$ cat config.mk
export PLATFORM = sky130hd
export DESIGN_NAME = stack_mem_ctrl
export DESIGN_NICKNAME = d
export VERILOG_FILES = /design/src/rtl/stack_pkg.sv /design/src/rtl/stack_ram.sv /design/src/rtl/stack_mem_ctrl.sv
export SDC_FILE = /design/constraint.sdc
export NUM_CORES = 1
export LEC_CHECK = 0
export ABC_CLOCK_PERIOD_IN_PS = 4100
export BUFFER_PORTS_ARGS = -buffer_cell sky130_fd_sc_hd__buf_2
export CORE_ASPECT_RATIO = 1.25
export CORE_MARGIN = 3
export CORE_UTILIZATION = 55
export CTS_CLUSTER_DIAMETER = 200
export DETAILED_ROUTE_END_ITERATION = 12
export PLACE_DENSITY = 0.79
export REMOVE_ABC_BUFFERS = 1
export SETUP_SLACK_MARGIN = 0.02
export SYNTH_ARGS = -nofsm -noshare
export SYNTH_HDL_FRONTEND = slang
export SYNTH_SLANG_ARGS = --single-unit
$ cat constraint.sdc
create_clock -name clk -period 4.1 [get_ports clk]
set_clock_uncertainty 0.05 [all_clocks]
set_input_delay 0 -clock clk [delete_from_list [all_inputs] [get_ports clk]]
set_output_delay 0 -clock clk [all_outputs]
set_load 0.05 [all_outputs]
$ cat src/rtl/stack_pkg.sv
// Shared definitions for the LIFO stack controller: operation encoding
// and the controller FSM state type.
package stack_pkg;

  // Operation code is {op_push, op_pop}
  localparam logic [1:0] OP_NONE = 2'b00;
  localparam logic [1:0] OP_POP  = 2'b01;
  localparam logic [1:0] OP_PUSH = 2'b10;
  localparam logic [1:0] OP_REPL = 2'b11;

  typedef enum logic [1:0] {
    IDLE = 2'd0,
    READ = 2'd1,
    RESP = 2'd2
  } st_e;

  // Pack the two request strobes into an operation code
  function automatic logic [1:0] op_code(input logic push, input logic pop);
    return {push, pop};
  endfunction

endpackage

$ cat src/rtl/stack_ram.sv
// Single-port synchronous RAM for the stack storage. The read is registered
// and returns the old contents when a write hits the same address in the
// same cycle, which is what the replace operation relies on.
module stack_ram
  import stack_pkg::*;
#(
  parameter  int WIDTH = 24,
  parameter  int DEPTH = 8,
  localparam int AW    = $clog2(DEPTH)
) (
  input  logic             clk,
  input  logic             we,
  input  logic             re,
  input  logic [AW-1:0]    addr,
  input  logic [WIDTH-1:0] wdata,
  output logic [WIDTH-1:0] rdata
);

  logic [WIDTH-1:0] mem [DEPTH];

  // Write port plus read-before-write registered read on the shared address
  always_ff @(posedge clk) begin
    if (we) begin
      mem[addr] <= wdata;
    end
    if (re) begin
      rdata <= mem[addr];
    end
  end

endmodule

$ cat src/rtl/stack_mem_ctrl.sv
// LIFO stack controller: accepts push / pop / replace requests on a
// valid/ready port, keeps the entry count and full/empty flags, records
// sticky overflow/underflow errors and returns popped words through a
// valid/ready response register. Storage lives in stack_ram.
module stack_mem_ctrl
  import stack_pkg::*;
#(
  parameter  int WIDTH = 24,
  parameter  int DEPTH = 8,
  localparam int PTR_W = $clog2(DEPTH) + 1
) (
  input  logic             clk,
  input  logic             reset,
  input  logic             op_valid,
  output logic             op_ready,
  input  logic             op_push,
  input  logic             op_pop,
  input  logic [WIDTH-1:0] wr_data,
  output logic             rd_valid,
  input  logic             rd_ready,
  output logic [WIDTH-1:0] rd_data,
  output logic [PTR_W-1:0] count,
  output logic             full,
  output logic             empty,
  output logic             err_ovf,
  output logic             err_unf,
  input  logic             err_clr
);

  localparam int AW = $clog2(DEPTH);

  st_e              state_reg, state_next;
  logic [PTR_W-1:0] count_reg, count_next;
  logic             full_reg, empty_reg;
  logic             rd_valid_reg, rd_valid_next;
  logic [WIDTH-1:0] rd_data_reg, rd_data_next;
  logic             err_ovf_reg, err_ovf_next;
  logic             err_unf_reg, err_unf_next;

  logic             ovf_set, unf_set;
  logic             ram_we, ram_re;
  logic [AW-1:0]    ram_addr;
  logic [AW-1:0]    top_idx;
  logic [WIDTH-1:0] ram_rdata;

  // Index of the current top entry; only meaningful when not empty
  assign top_idx = AW'(count_reg - PTR_W'(1));

  stack_ram #(
    .WIDTH (WIDTH),
    .DEPTH (DEPTH)
  ) u_ram (
    .clk   (clk),
    .we    (ram_we),
    .re    (ram_re),
    .addr  (ram_addr),
    .wdata (wr_data),
    .rdata (ram_rdata)
  );

  // Next-state, pointer, RAM control and error-set decode
  always_comb begin
    state_next    = state_reg;
    count_next    = count_reg;
    rd_valid_next = rd_valid_reg;
    rd_data_next  = rd_data_reg;
    ovf_set       = 1'b0;
    unf_set       = 1'b0;
    ram_we        = 1'b0;
    ram_re        = 1'b0;
    ram_addr      = top_idx;
    op_ready      = 1'b0;

    case (state_reg)
      IDLE: begin
        op_ready = 1'b1;
        if (op_valid) begin
          case (op_code(op_push, op_pop))
            OP_PUSH: begin
              if (full_reg) begin
                ovf_set = 1'b1;
              end else begin
                ram_we     = 1'b1;
                ram_addr   = count_reg[AW-1:0];
                count_next = count_reg + PTR_W'(1);
              end
            end
            OP_POP: begin
              if (empty_reg) begin
                unf_set = 1'b1;
              end else begin
                ram_re     = 1'b1;
                count_next = count_reg - PTR_W'(1);
                state_next = READ;
              end
            end
            OP_REPL: begin
              // Old top is read out while the new word overwrites it
              if (empty_reg) begin
                unf_set = 1'b1;
              end else begin
                ram_re     = 1'b1;
                ram_we     = 1'b1;
                state_next = READ;
              end
            end
            default: ;
          endcase
        end
      end
      READ: begin
        rd_data_next  = ram_rdata;
        rd_valid_next = 1'b1;
        state_next    = RESP;
      end
      RESP: begin
        if (rd_ready) begin
          rd_valid_next = 1'b0;
          state_next    = IDLE;
        end
      end
      default: begin
        state_next = IDLE;
      end
    endcase

    // A new error on the same edge as a clear keeps the flag set
    err_ovf_next = ovf_set | (err_ovf_reg & ~err_clr);
    err_unf_next = unf_set | (err_unf_reg & ~err_clr);
  end

  // State, pointer, flags and response registers
  always_ff @(posedge clk or posedge reset) begin
    if (reset) begin
      state_reg    <= IDLE;
      count_reg    <= '0;
      full_reg     <= 1'b0;
      empty_reg    <= 1'b1;
      rd_valid_reg <= 1'b0;
      rd_data_reg  <= '0;
      err_ovf_reg  <= 1'b0;
      err_unf_reg  <= 1'b0;
    end else begin
      state_reg    <= state_next;
      count_reg    <= count_next;
      full_reg     <= (count_next == PTR_W'(DEPTH));
      empty_reg    <= (count_next == '0);
      rd_valid_reg <= rd_valid_next;
      rd_data_reg  <= rd_data_next;
      err_ovf_reg  <= err_ovf_next;
      err_unf_reg  <= err_unf_next;
    end
  end

  assign rd_valid = rd_valid_reg;
  assign rd_data  = rd_data_reg;
  assign count    = count_reg;
  assign full     = full_reg;
  assign empty    = empty_reg;
  assign err_ovf  = err_ovf_reg;
  assign err_unf  = err_unf_reg;

endmodule

==> results of run 1 <==
## critical path, stage by stage (launching register included)
cell and delay [ns]:
dfrtp_4 0.85, clkinv_1 0.25, buf_4 0.31, ha_1 0.29, a21oi_1 0.20, a22o_1 0.19, a32oi_2 0.07, buf_4 0.32
nor2_2 0.18, buf_4 0.33
## logic make-up after synthesis
kind of cell / Yosys count
flops: 251
simple gates: 193
compound gates: 219
buf+inv: 83
fa+ha+maj: 5
xor+xnor: 1
mux: 72
## power by group through the flow
stage                     clock network [mW]  registers [mW]  logic, mW
after detailed placement                   0            3.54       3.34
after floorplan                            0            4.07       1.87
final                                   2.12            3.50       3.41
after CTS                               2.14            3.50       3.39
after global placement                     0            3.53       3.25
after global routing                    2.24            3.54       3.63
## cell usage in the layout, fill, tap and decap left out, types with 9 or more instances in the layout
cell type and n:
inv_1 10, o221ai_1 27, mux2i_1 48, clkbuf_1 11, clkbuf_16 25, buf_2 64
mux2_2 24, buf_4 29, nand2b_1 50, nand2_1 104, dlygate4sd3_1 27, a211oi_1 49
a311oi_1 48, o22a_1 24, edfxtp_1 216, dfrtp_1 33, nor2_2 9, a21oi_1 55
## final cells by class
cell class / instances / area (um2) / area share
clock inverter: 6 / 56.30 / 0.004389
tap: 265 / 331.6 / 0.02585
multi-input combinational: 490 / 3466 / 0.2702
sequential: 251 / 7367 / 0.5743
clock buffer: 38 / 694.4 / 0.05413
timing repair buffer: 123 / 868.3 / 0.06769
inverter: 12 / 45.04 / 0.003511
## metrics by stage
stage / util / cell area (um2) / setup WS [ns]
6_report: 0.6517 / 12830 / 0.6772
3_3_place_gp: 0.5999 / 11810 / 0.9354
3_5_place_dp: 0.5999 / 11810 / 0.8316
2_1_floorplan: - / 10830 / -3.303
5_1_grt: 0.6517 / 12830 / 0.4938
4_1_cts: 0.6517 / 12830 / 0.7224
## metal layers
layer	up-vias	GRT usage
li1	3361	-
met1	3661	0.3034
met2	349	0.4016
met3	46	0.02970
met4	0	0.09635
met5	-	0
## final timing paths
check                          startpoint               end  slack (ns)  cells after the start
hold reg to reg            u_ram.rdata[2]        rd_data[2]        0.42                      1
setup / recovery                 count[0]  u_ram.mem[4][20]        0.68                      9
setup reg to reg                 count[0]  u_ram.mem[4][20]        0.68                      9
hold / removal                     op_pop      state_reg[0]        0.03                      4
max in group asynchronous           reset          count[0]        3.51                      4
min in group asynchronous           reset       rd_data[10]        0.09                      4
## cells in the mapped netlist, types with 3 or more instances
cell type,n
inv_1,11
o221ai_1,27
mux2_2,24
a311oi_1,48
nor4_1,3
o21ai_0,3
nand2b_1,51
nor2_1,14
mux2i_1,48
dfrtp_1,34
buf_6,4
ha_1,5
buf_4,3
nor3_1,3
a21oi_1,55
edfxtp_1,216
clkbuf_1,50
buf_2,11
nand2_1,104
a211oi_1,49
nor2b_1,4
buf_1,3
o22a_1,24
==> summary.txt, run 1 <==
Drt
  • Highest metal used: met4
  • Drt wl/cell: 21.71 um
  • 1st-iter DRT viols: 782
  • Vias: 7417
  • DRC violations left: 0
  • Pre-antenna DRT Iters: 5
  • Met3 wirelength from detailed routing: 1957 um
  • DR vias/cell: roughly 6.3
  • Antenna-violating nets left: 0
  • Wire length on met2: 12730 um
  • Final wirelength: around 26000 um
  • Metal1 wirelength: roughly 10000 um

Worst setup path
  • Worst-path fanout max: 72
  • Worst Path Arrival: 3.56 ns
  • Startpoint types: flop
  • Data required time at the worst endpoint: 4.23 ns
  • Crit path capture type: flop
  • CP Class: reg -> reg

Final layout
  • Area growth syn-to-layout: 15.02%
  • Number of flip-flops in the largest register: 192
  • Non-filler instance count after layout: 1185
  • N_diodes: 0
  • Fill count: approximately 1500
  • Share of cells above drive strength 1: 0.1913
  • Final net count: 938

Global routing
  • Vias in the first global route: ~7300
  • Largest net degree at the start of global routing: between 80 and 90
  • First-pass GRT wire length: between 30000 and 40000 um
  • Overflow after GRT: 0
  • Initial antenna violation count: 0
  • Total GRT Usage: 0.2334

Clock network
  • CTS buffer count: 24
  • CTS Buffer Depth: 3
  • Hold_buf cts: 27
  • CTS Root Cell: clkbuf_16
  • CTS tree: yes
  • H-tree levels: 1
  • Post-CTS setup buffer count: 0
  • CTS clk-pin slew, worst paths: ~0.06 ns
  • Worst-Skew Late Latency: 0.52 ns
  • PostCTS Resize Cnt: 0
  • Clk sinks: ~250

Floorplanning
  • Rows: 57
  • Die H: 165.2 um
  • Starting Density: 0.5666
  • # IOs: 65
  • Die Span X: between 100 and 150 um
  • Die ar.: 22030 um2
  • Placeable Area: about 20000 um2

Power and ir drop
  • Total power: between 9 and 10 mW
  • Switching Fraction: 0.3735
  • Sequential Power Share: 0.388
  • Int Pwr: between 5 and 6 mW
  • Pleak: 4.523 nW
  • Worst VDD drop: 0.4693 mV
  • Clk network pwr share: 0.234
  • Sw power: 3.371 mW
  • Logic pwr share: 0.378
  • PD cells: 703.5 nW/um2

Placement
  • IO buf count: 64
  • Dpl cells: 1114
  • Post-DP HPWL: 14810 um
  • Placer Congestion: 0.8024

Synth
  • Post-synth ARST share: 0.1394
  • Largest family of logic cells by synthesized area: compound AO/OA/AOI/OAI gates
  • Seq/Total Area, Yosys: 0.6602
  • Yosys reg bits: 251
  • Mux cell area share after synthesis: 0.06731
  • Simple-Gate Fraction of Synth Area: 0.08571
  • Mean Syn Cell Area: 13.54 um2
  • Adder-Cell Fraction of Synth Area: 0.005609
  • Xor/xnor share of the synthesized area: 0.0007853
  • Synth Area in Compound Gates: 0.1475
  • Main synth FF type: edfxtp_1
  • Synth top area cells: edfxtp_1 58%, dfrtp_1 7.6%, mux2i_1 4.3%
  • Yosys top cell area share: 0.5816
  • Gate Count Post-Synth: 824
  • Count of unique library cells instantiated by Yosys: 48
  • Post-synth EDFFs: 216
  • Synth area leader: edfxtp_1
  • Synth Cell Area: around 11000 um2
  • Synth warnings: 0

STA
  • RSZ-0062 raised after global routing: false
  • Final count of pins violating max slew: 0
  • Setup TNS: 0 ns
  • Final hold vios: 0
  • Least-Margin Pin Slew: 0.7824 ns
  • Worst hold margin: roughly 0.025 ns
  • Slew HR: 0.4761
  • Final period util: 0.8348
  • Minimum clock period: 3.423 ns
  • Setup violation total in the final timing report: 0
  • Max Clock Freq: 0.2922 GHz

Worst hold path
  • Worst min path class: in -> reg

Run status
  • Status: complete, no violations

Flow run
  • Max_cap viols: 0
Power figures use the tool's default switching activity.
==> run 2, diff against run 1 <==
--- a/config.mk
+++ b/config.mk
@@ -5,7 +5,8 @@
 export SDC_FILE = /design/constraint.sdc
 export NUM_CORES = 1
 export LEC_CHECK = 0
-export ABC_CLOCK_PERIOD_IN_PS = 4100
+export ABC_AREA = 1
+export ABC_CLOCK_PERIOD_IN_PS = 3200
 export BUFFER_PORTS_ARGS = -buffer_cell sky130_fd_sc_hd__buf_2
 export CORE_ASPECT_RATIO = 1.25
 export CORE_MARGIN = 3
==> constraint.sdc (replaced) <==
create_clock -name clk -period 3.2 [get_ports clk]
set_clock_uncertainty 0.05 [all_clocks]
set_input_delay 0 -clock clk [delete_from_list [all_inputs] [get_ports clk]]
set_output_delay 0 -clock clk [all_outputs]
set_load 0.05 [all_outputs]
==> run 2 against run 1 <==
Net effect:
- maximum frequency rose by 41%
- critical endpoint is now u_ram.mem[5][16]
- critical path type unchanged
- design area fell by 4.4%
- worst setup slack improved by 0.089 ns
- flip-flop and latch count did not move
- register-to-register slack improved by 0.09 ns
- synthesized cell count rose by 21%
- final cell count rose by 14%
- synthesized area fell by 5.3%
- non-clock buffer count fell by 3
==> summary.txt, run 2 <==
Drt
  • Pre-antenna DRT Iters: 5 (unchanged)
  • DR vias/cell: 5.413 (-14%)
  • Final wirelength: 23790 um (-7.5%)
  • 1st-iter DRT viols: 680 (-13%)
  • Vias: 7307 (-1.5%)
  • DRC violations left: 0 (unchanged)
  • Drt wl/cell: 17.62 um (-19%)
  • Antenna-violating nets left: 0 (unchanged)

Placement
  • Placer Congestion: 0.8429 (+5.0%)
  • Pre-CTS WS: 0.8073 ns (-0.02437 ns)
  • IO buf count: 64 (unchanged)
  • Post-DP HPWL: 13370 um (-9.7%)
  • Dpl cells: 1277 (+15%)

Floorplanning
  • Die ar.: 20910 um2 (-5.1%)
  • Rows: 56 (-1.8%)
  • Die Span X: 129.9 um (-2.6%)
  • # IOs: 65 (unchanged)
  • Starting Density: 0.5624 (-0.004182)
  • Placeable Area: 18780 um2 (-4.6%)
  • Die H: 160.9 um (-2.6%)

Global routing
  • Overflow after GRT: 0 (unchanged)
  • First-pass GRT wire length: 37680 um (-5.7%)
  • Total GRT Usage: 0.2314 (-0.001931)
  • Largest net degree at the start of global routing: 50 (-42%)
  • Vias in the first global route: 7427 (+1.2%)
  • Initial antenna violation count: 0 (unchanged)

Worst hold path
  • Hold Crit Start: op_pop
  • Worst min path class: in -> reg
  • Hold Crit Depth: 7 (+3)
  • Worst Hold End: full

Worst setup path
  • Worst Path Arrival: 2.58 ns (-0.98 ns)
  • Startpoint types: flop
  • Crit path cell chain: inv_2 -> ha_1 -> inv_1 -> nand2_1 -> nand2_1 -> inv_1 -> nand2_1 -> nand2_2 -> nor2_4 -> inv_1 -> nor2_2 -> buf_4
  • RR Startpoint: count[0]
  • Data required time at the worst endpoint: 3.35 ns (-0.88 ns)
  • R2R setup slack: 0.77 ns (+0.09 ns)
  • CP Class: reg -> reg
  • R2R cell count: 12 (+3)
  • Slowest stage delay, CP: 0.44 ns (-0.41 ns)
  • Crit path capture type: flop
  • Worst-path fanout max: 16 (-78%)
  • Slowest CP cell: dfrtp_1
  • Worst r2r dst: u_ram.mem[5][16]

Clock network
  • Clk sinks: 251 (unchanged)
  • Post-CTS setup buffer count: 0 (unchanged)
  • CTS buffer count: 24 (unchanged)
  • CTS clk-pin slew, worst paths: 0.06 ns (about the same)
  • Worst-Skew Late Latency: 0.51 ns (about the same)
  • CTS Root Cell: clkbuf_16
  • H-tree levels: 1 (unchanged)
  • CTS Buffer Depth: 3 (unchanged)
  • CTS tree: yes

STA
  • Final WS setup: 0.7665 ns (+0.08925 ns)
  • Slew HR: 0.2468 (-0.2292)
  • Setup TNS: 0 ns (unchanged)
  • Final hold vios: 0 (unchanged)
  • Setup violation total in the final timing report: 0 (unchanged)
  • Final period util: 0.7605 (-0.07435)
  • RSZ-0062 raised after global routing: false
  • Minimum clock period: 2.434 ns (-0.9893 ns)
  • Max Clock Freq: 0.4109 GHz (+41%)
  • Worst hold margin: 0.01660 ns (-0.008797 ns)
  • Least-Margin Pin Slew: 1.128 ns (+0.3461 ns)
  • Final count of pins violating max slew: 0 (unchanged)

Final layout
  • Share of cells above drive strength 1: 0.1422 (-0.04909)
  • Non-filler instance count after layout: 1350 (+14%)
  • Most frequent cells in the layout: 469 x nand2_1, 216 x edfxtp_1, 108 x nand3_1
  • Number of flip-flops in the largest register: 192 (unchanged)
  • Commonest non-fill, non-tap cell in the layout: nand2_1
  • Area growth syn-to-layout: 16.11%
  • Final net count: 1136 (+21%)
  • N_diodes: 0 (unchanged)

Synth
  • Synth area leader: edfxtp_1
  • Mean Syn Cell Area: 10.60 um2 (-22%)
  • Most common cell in the netlist: nand2_1
  • Synth warnings: 0 (unchanged)
  • Yosys top cell area share: 0.6141 (+0.03259)
  • Post-synth ARST share: 0.1394 (unchanged)
  • Synth Cell Area: 10560 um2 (-5.3%)
  • Main synth FF type: edfxtp_1
  • Gate Count Post-Synth: 996 (+21%)
  • Synth top area cells: edfxtp_1 61%, nand2_1 17%, dfrtp_1 8.1%
  • Post-synth EDFFs: 216 (unchanged)
  • Count of unique library cells instantiated by Yosys: 24 (-50%)
  • Yosys reg bits: 251 (unchanged)
  • Commonest cells post-synth: 469 x nand2_1, 216 x edfxtp_1, 108 x nand3_1, 68 x inv_1, 34 x dfrtp_1
  • Seq/Total Area, Yosys: 0.6972 (+0.03699)

Flow run
  • Max_cap viols: 0 (unchanged)

Power and ir drop
  • Total power: 11.80 mW (+31%)
  • Pleak: 5.340 nW (+18%)
  • PD cells: 962.5 nW/um2 (+37%)
  • Worst VDD drop: 0.5374 mV (+15%)

Run status
  • Status: complete, no violations
run 2: how the worst max path moves through the flow:
stage             start               end  slack [ns]  cells after the start
2_1_floorplan      full   u_ram.mem[1][0]       -1.02                      7
3_3_place_gp       full  u_ram.mem[0][21]        0.89                      7
3_5_place_dp   count[0]  u_ram.mem[5][15]        0.81                     12
4_1_cts        count[0]   u_ram.mem[5][8]        0.79                     12
5_1_grt        count[1]   u_ram.mem[5][2]        0.57                     12
6_report       count[0]  u_ram.mem[5][16]        0.77                     12
run 2: where the power goes:
part	total, mW	switching [mW]	internal (mW)
registers	4.37	0.204	4.17
clock network	2.96	1.16	1.80
logic	4.47	3.30	1.17
total	11.8	4.66	7.14
run 2: per-stage QoR:
step,instance area [um2],util
after global routing,12260,0.6531
after floorplan,10290,-
final,12260,0.6531
after global placement,11130,0.5930
after detailed placement,11130,0.5930
after CTS,12260,0.6531
run 2: logic make-up (layout without fill, tap and decap cells):
logic type | after synthesis | in the layout | share of synthesized area
adder cells (fa/ha/maj) | 5 | 5 | 0.005923
AO/OA/AOI/OAI | 9 | 9 | 0.004977
AND/OR/NAND/NOR | 615 | 615 | 0.2403
buffers and inverters | 116 | 238 | 0.05165
flip-flops | 251 | 251 | 0.6972
run 2: layout make-up:
type / instances / area, um2
well taps: 232 / 290.3
multi-input cells: 629 / 2680
flip-flops and latches: 251 / 7363
clock buffers: 31 / 668.1
fillers: 1362 / 6515
inverters: 74 / 277.8
clock inverters: 13 / 170.2
repair buffers: 120 / 813.3
run 2: routing by layer:
layer / routed length [um] / GRT usage
met2: 12150 / 0.4038
met3: 1745 / 0.03194
met1: 9181 / 0.2898
met5: 0 / 0
met4: 714 / 0.09263
run 2: what timing repair did:
| item | 4_1_cts | 5_1_grt |
|---|---|---|
| gates resized for setup | 0 | 0 |
| hold buffers | 29 | 0 |
| endpoints found under the hold margin | 227 | 0 |
run 2: critical path: cells and delay by family (launching register included):
family	cells	cell delay, ns
adder cells (fa/ha/maj)	1	0.22
flip-flops	1	0.44
buffers and inverters	5	0.63
AND/OR/NAND/NOR	6	0.78
==> run 3, diff against run 2 <==
--- a/config.mk
+++ b/config.mk
@@ -6,7 +6,7 @@
 export NUM_CORES = 1
 export LEC_CHECK = 0
 export ABC_AREA = 1
-export ABC_CLOCK_PERIOD_IN_PS = 3200
+export ABC_CLOCK_PERIOD_IN_PS = 2500
 export BUFFER_PORTS_ARGS = -buffer_cell sky130_fd_sc_hd__buf_2
 export CORE_ASPECT_RATIO = 1.25
 export CORE_MARGIN = 3
==> constraint.sdc (replaced) <==
create_clock -name clk -period 2.5 [get_ports clk]
set_clock_uncertainty 0.05 [all_clocks]
set_input_delay 0 -clock clk [delete_from_list [all_inputs] [get_ports clk]]
set_output_delay 0 -clock clk [all_outputs]
set_load 0.05 [all_outputs]
==> run 3 against run 2 <==
Net effect:
- worst setup slack got worse by 0.45 ns
- register-to-register slack lost 0.45 ns
- hold slack better by 0.0030 ns
- die area is the same
==> summary.txt, run 3 (synthesis gave the netlist of run 2 again) <==
Clock network
  • CTS buffer count: 23 (-4.2%)
  • PostCTS Resize Cnt: 0 (unchanged)
  • CTS clk-pin slew, worst paths: 0.06 ns (about the same)
  • CTS Buffer Depth: 3 (unchanged)
  • H-tree levels: 1 (unchanged)
  • CTS tree: yes
  • Worst-Skew Late Latency: 0.50 ns (about the same)
  • Hold_buf cts: 29 (unchanged)
  • CTS Root Cell: clkbuf_16
  • Post-CTS setup buffer count: 0 (unchanged)
  • Clk sinks: 251 (unchanged)

STA
  • Final WS setup: 0.3125 ns (-0.4540 ns)
  • Final count of pins violating max slew: 0 (unchanged)
  • Setup violation total in the final timing report: 0 (unchanged)
  • Final period util: 0.8750 (+0.1145)
  • Slew HR: 0.5551 (+0.3082)
  • RSZ-0062 raised after global routing: false
  • Least-Margin Pin Slew: 0.6667 ns (-0.4618 ns)
  • Max Clock Freq: 0.4571 GHz (+11%)
  • Minimum clock period: 2.187 ns (-0.2460 ns)
  • Final hold vios: 0 (unchanged)

Final layout
  • Design area: 12210 um2 (-0.45%)
  • Most frequent cells in the layout: 469 x nand2_1, 216 x edfxtp_1, 108 x nand3_1
  • Share of cells above drive strength 1: 0.1384 (-0.003853)
  • N_diodes: 0 (unchanged)
  • Area growth syn-to-layout: 15.59%
  • Commonest non-fill, non-tap cell in the layout: nand2_1
  • Fin util: 0.6501 (-0.002932)
  • Number of flip-flops in the largest register: 192 (unchanged)
  • Final net count: 1134 (-0.18%)
  • Non-filler instance count after layout: 1345 (-0.37%)

Placement
  • DP Area: 11250 um2 (+1.1%)
  • IO buf count: 64 (unchanged)
  • Pre-CTS WS: 0.3624 ns (-0.4449 ns)
  • Dpl cells: 1276 (-0.078%)
  • Placer Congestion: 0.8567 (+1.6%)
  • Post-DP HPWL: 13750 um (+2.8%)

Worst setup path
  • Data required time at the worst endpoint: 2.65 ns (-0.70 ns)
  • R2R setup slack: 0.31 ns (-0.45 ns)
  • Crit path cell chain: inv_2 -> ha_1 -> inv_1 -> nand2_1 -> nand2_1 -> inv_1 -> nand2_1 -> nand2_2 -> nor2_4 -> inv_1 -> nor2_2 -> buf_12
  • Slowest CP cell: dfrtp_1
  • CP Class: reg -> reg
  • Crit path capture type: flop
  • Startpoint types: flop
  • Slowest stage delay, CP: 0.43 ns (about the same)
  • Worst-path fanout max: 21 (+5)
  • Worst Path Arrival: 2.34 ns (-0.24 ns)

Global routing
  • Vias in the first global route: 7065 (-4.9%)
  • Initial antenna violation count: 0 (unchanged)
  • First-pass GRT wire length: 36460 um (-3.2%)
  • Total GRT Usage: 0.2239 (-0.007580)
  • Largest net degree at the start of global routing: 48 (-4.0%)
  • Overflow after GRT: 0 (unchanged)

Drt
  • DRC violations left: 0 (unchanged)
  • Vias: 7156 (-2.1%)
  • DR vias/cell: 5.320 (-1.7%)
  • Drt wl/cell: 17.22 um (-2.3%)
  • Pre-antenna DRT Iters: 7 (+2)
  • Antenna-violating nets left: 0 (unchanged)
  • Final wirelength: 23160 um (-2.6%)
  • 1st-iter DRT viols: 543 (-20%)

Floorplanning
  • Die ar.: 20910 um2 (unchanged)
  • # IOs: 65 (unchanged)
  • Die Span X: 129.9 um (unchanged)
  • Rows: 56 (unchanged)
  • Placeable Area: 18780 um2 (unchanged)
  • Die H: 160.9 um (unchanged)
  • Starting Density: 0.5624 (unchanged)

Power and ir drop
  • Pleak: 5.304 nW (-0.67%)
  • PD cells: 1192 nW/um2 (+24%)
  • Worst VDD drop: 0.6346 mV (+18%)

Run status
  • Status: complete, no violations

Flow run
  • Max_cap viols: 0 (unchanged)

Worst hold path
  • Worst min path class: in -> reg
==> run 3: changes by cell type in the layout (fill, tap and decap cells not counted), moves of 2 or more <==
cell        delta
buf_12        +10
bufinv_16      -4
clkbuf_16      -2
clkbuf_1       +3
buf_4         -11
clkinv_1       -3
clkinv_2       +5
clkinvlp_4     -3
==> run 3: path summary, 6_finish.rpt <==
kind	startpoint	to	depth (start not counted)
max in group asynchronous	reset	empty	4
setup reg to reg	count[0]	u_ram.mem[5][6]	12
hold reg to reg	u_ram.rdata[8]	rd_data[8]	2
min in group asynchronous	reset	rd_data[5]	3
setup / recovery	count[0]	u_ram.mem[5][6]	12
hold / removal	op_pop	full	7
==> run 3: routing by layer <==
| metal | wire length, um | part of all wire | GRT usage | vias to the layer above |
|---|---|---|---|---|
| li1 | - | - | - | 3460 |
| met1 | 9154 | 0.40 | 0.2930 | 3296 |
| met2 | 11510 | 0.50 | 0.3733 | 342 |
| met3 | 1815 | 0.078 | 0.03992 | 58 |
| met4 | 680 | 0.029 | 0.08507 | 0 |
| met5 | 0 | 0 | 0 | - |
==> run 3: where the power goes <==
part / internal, mW / switching, mW
Sequential: 5.34 / 0.255
Combinational: 1.61 / 4.21
Clock: 1.73 / 1.42
==> run 3: final cells by class <==
cell class / instances / area (um2)
flip-flops and latches: 251 / 7363
fillers: 1371 / 6570
multi-input cells: 629 / 2680
repair buffers: 119 / 930.9
clock buffers: 31 / 615.6
well taps: 232 / 290.3
inverters: 74 / 277.8
clock inverters: 9 / 50.05
==> run 3: through the flow <==
step	hold WS (ns)	setup TNS (ns)	power [mW]
floorplan	0.04388	-269.82	9.552
global placement	0.07634	0	11.24
detailed placement	0.08784	0	11.41
CTS	0.01405	0	14.60
global route	0.1108	0	15.46
finish	0.01957	0	14.56
==> run 3: critical path: cells and delay by family (launching register included) <==
| kind | cells | cell delay, ns |
|---|---|---|
| simple gates | 6 | 0.67 |
| buf+inv | 5 | 0.51 |
| flops | 1 | 0.43 |
| fa+ha+maj | 1 | 0.22 |
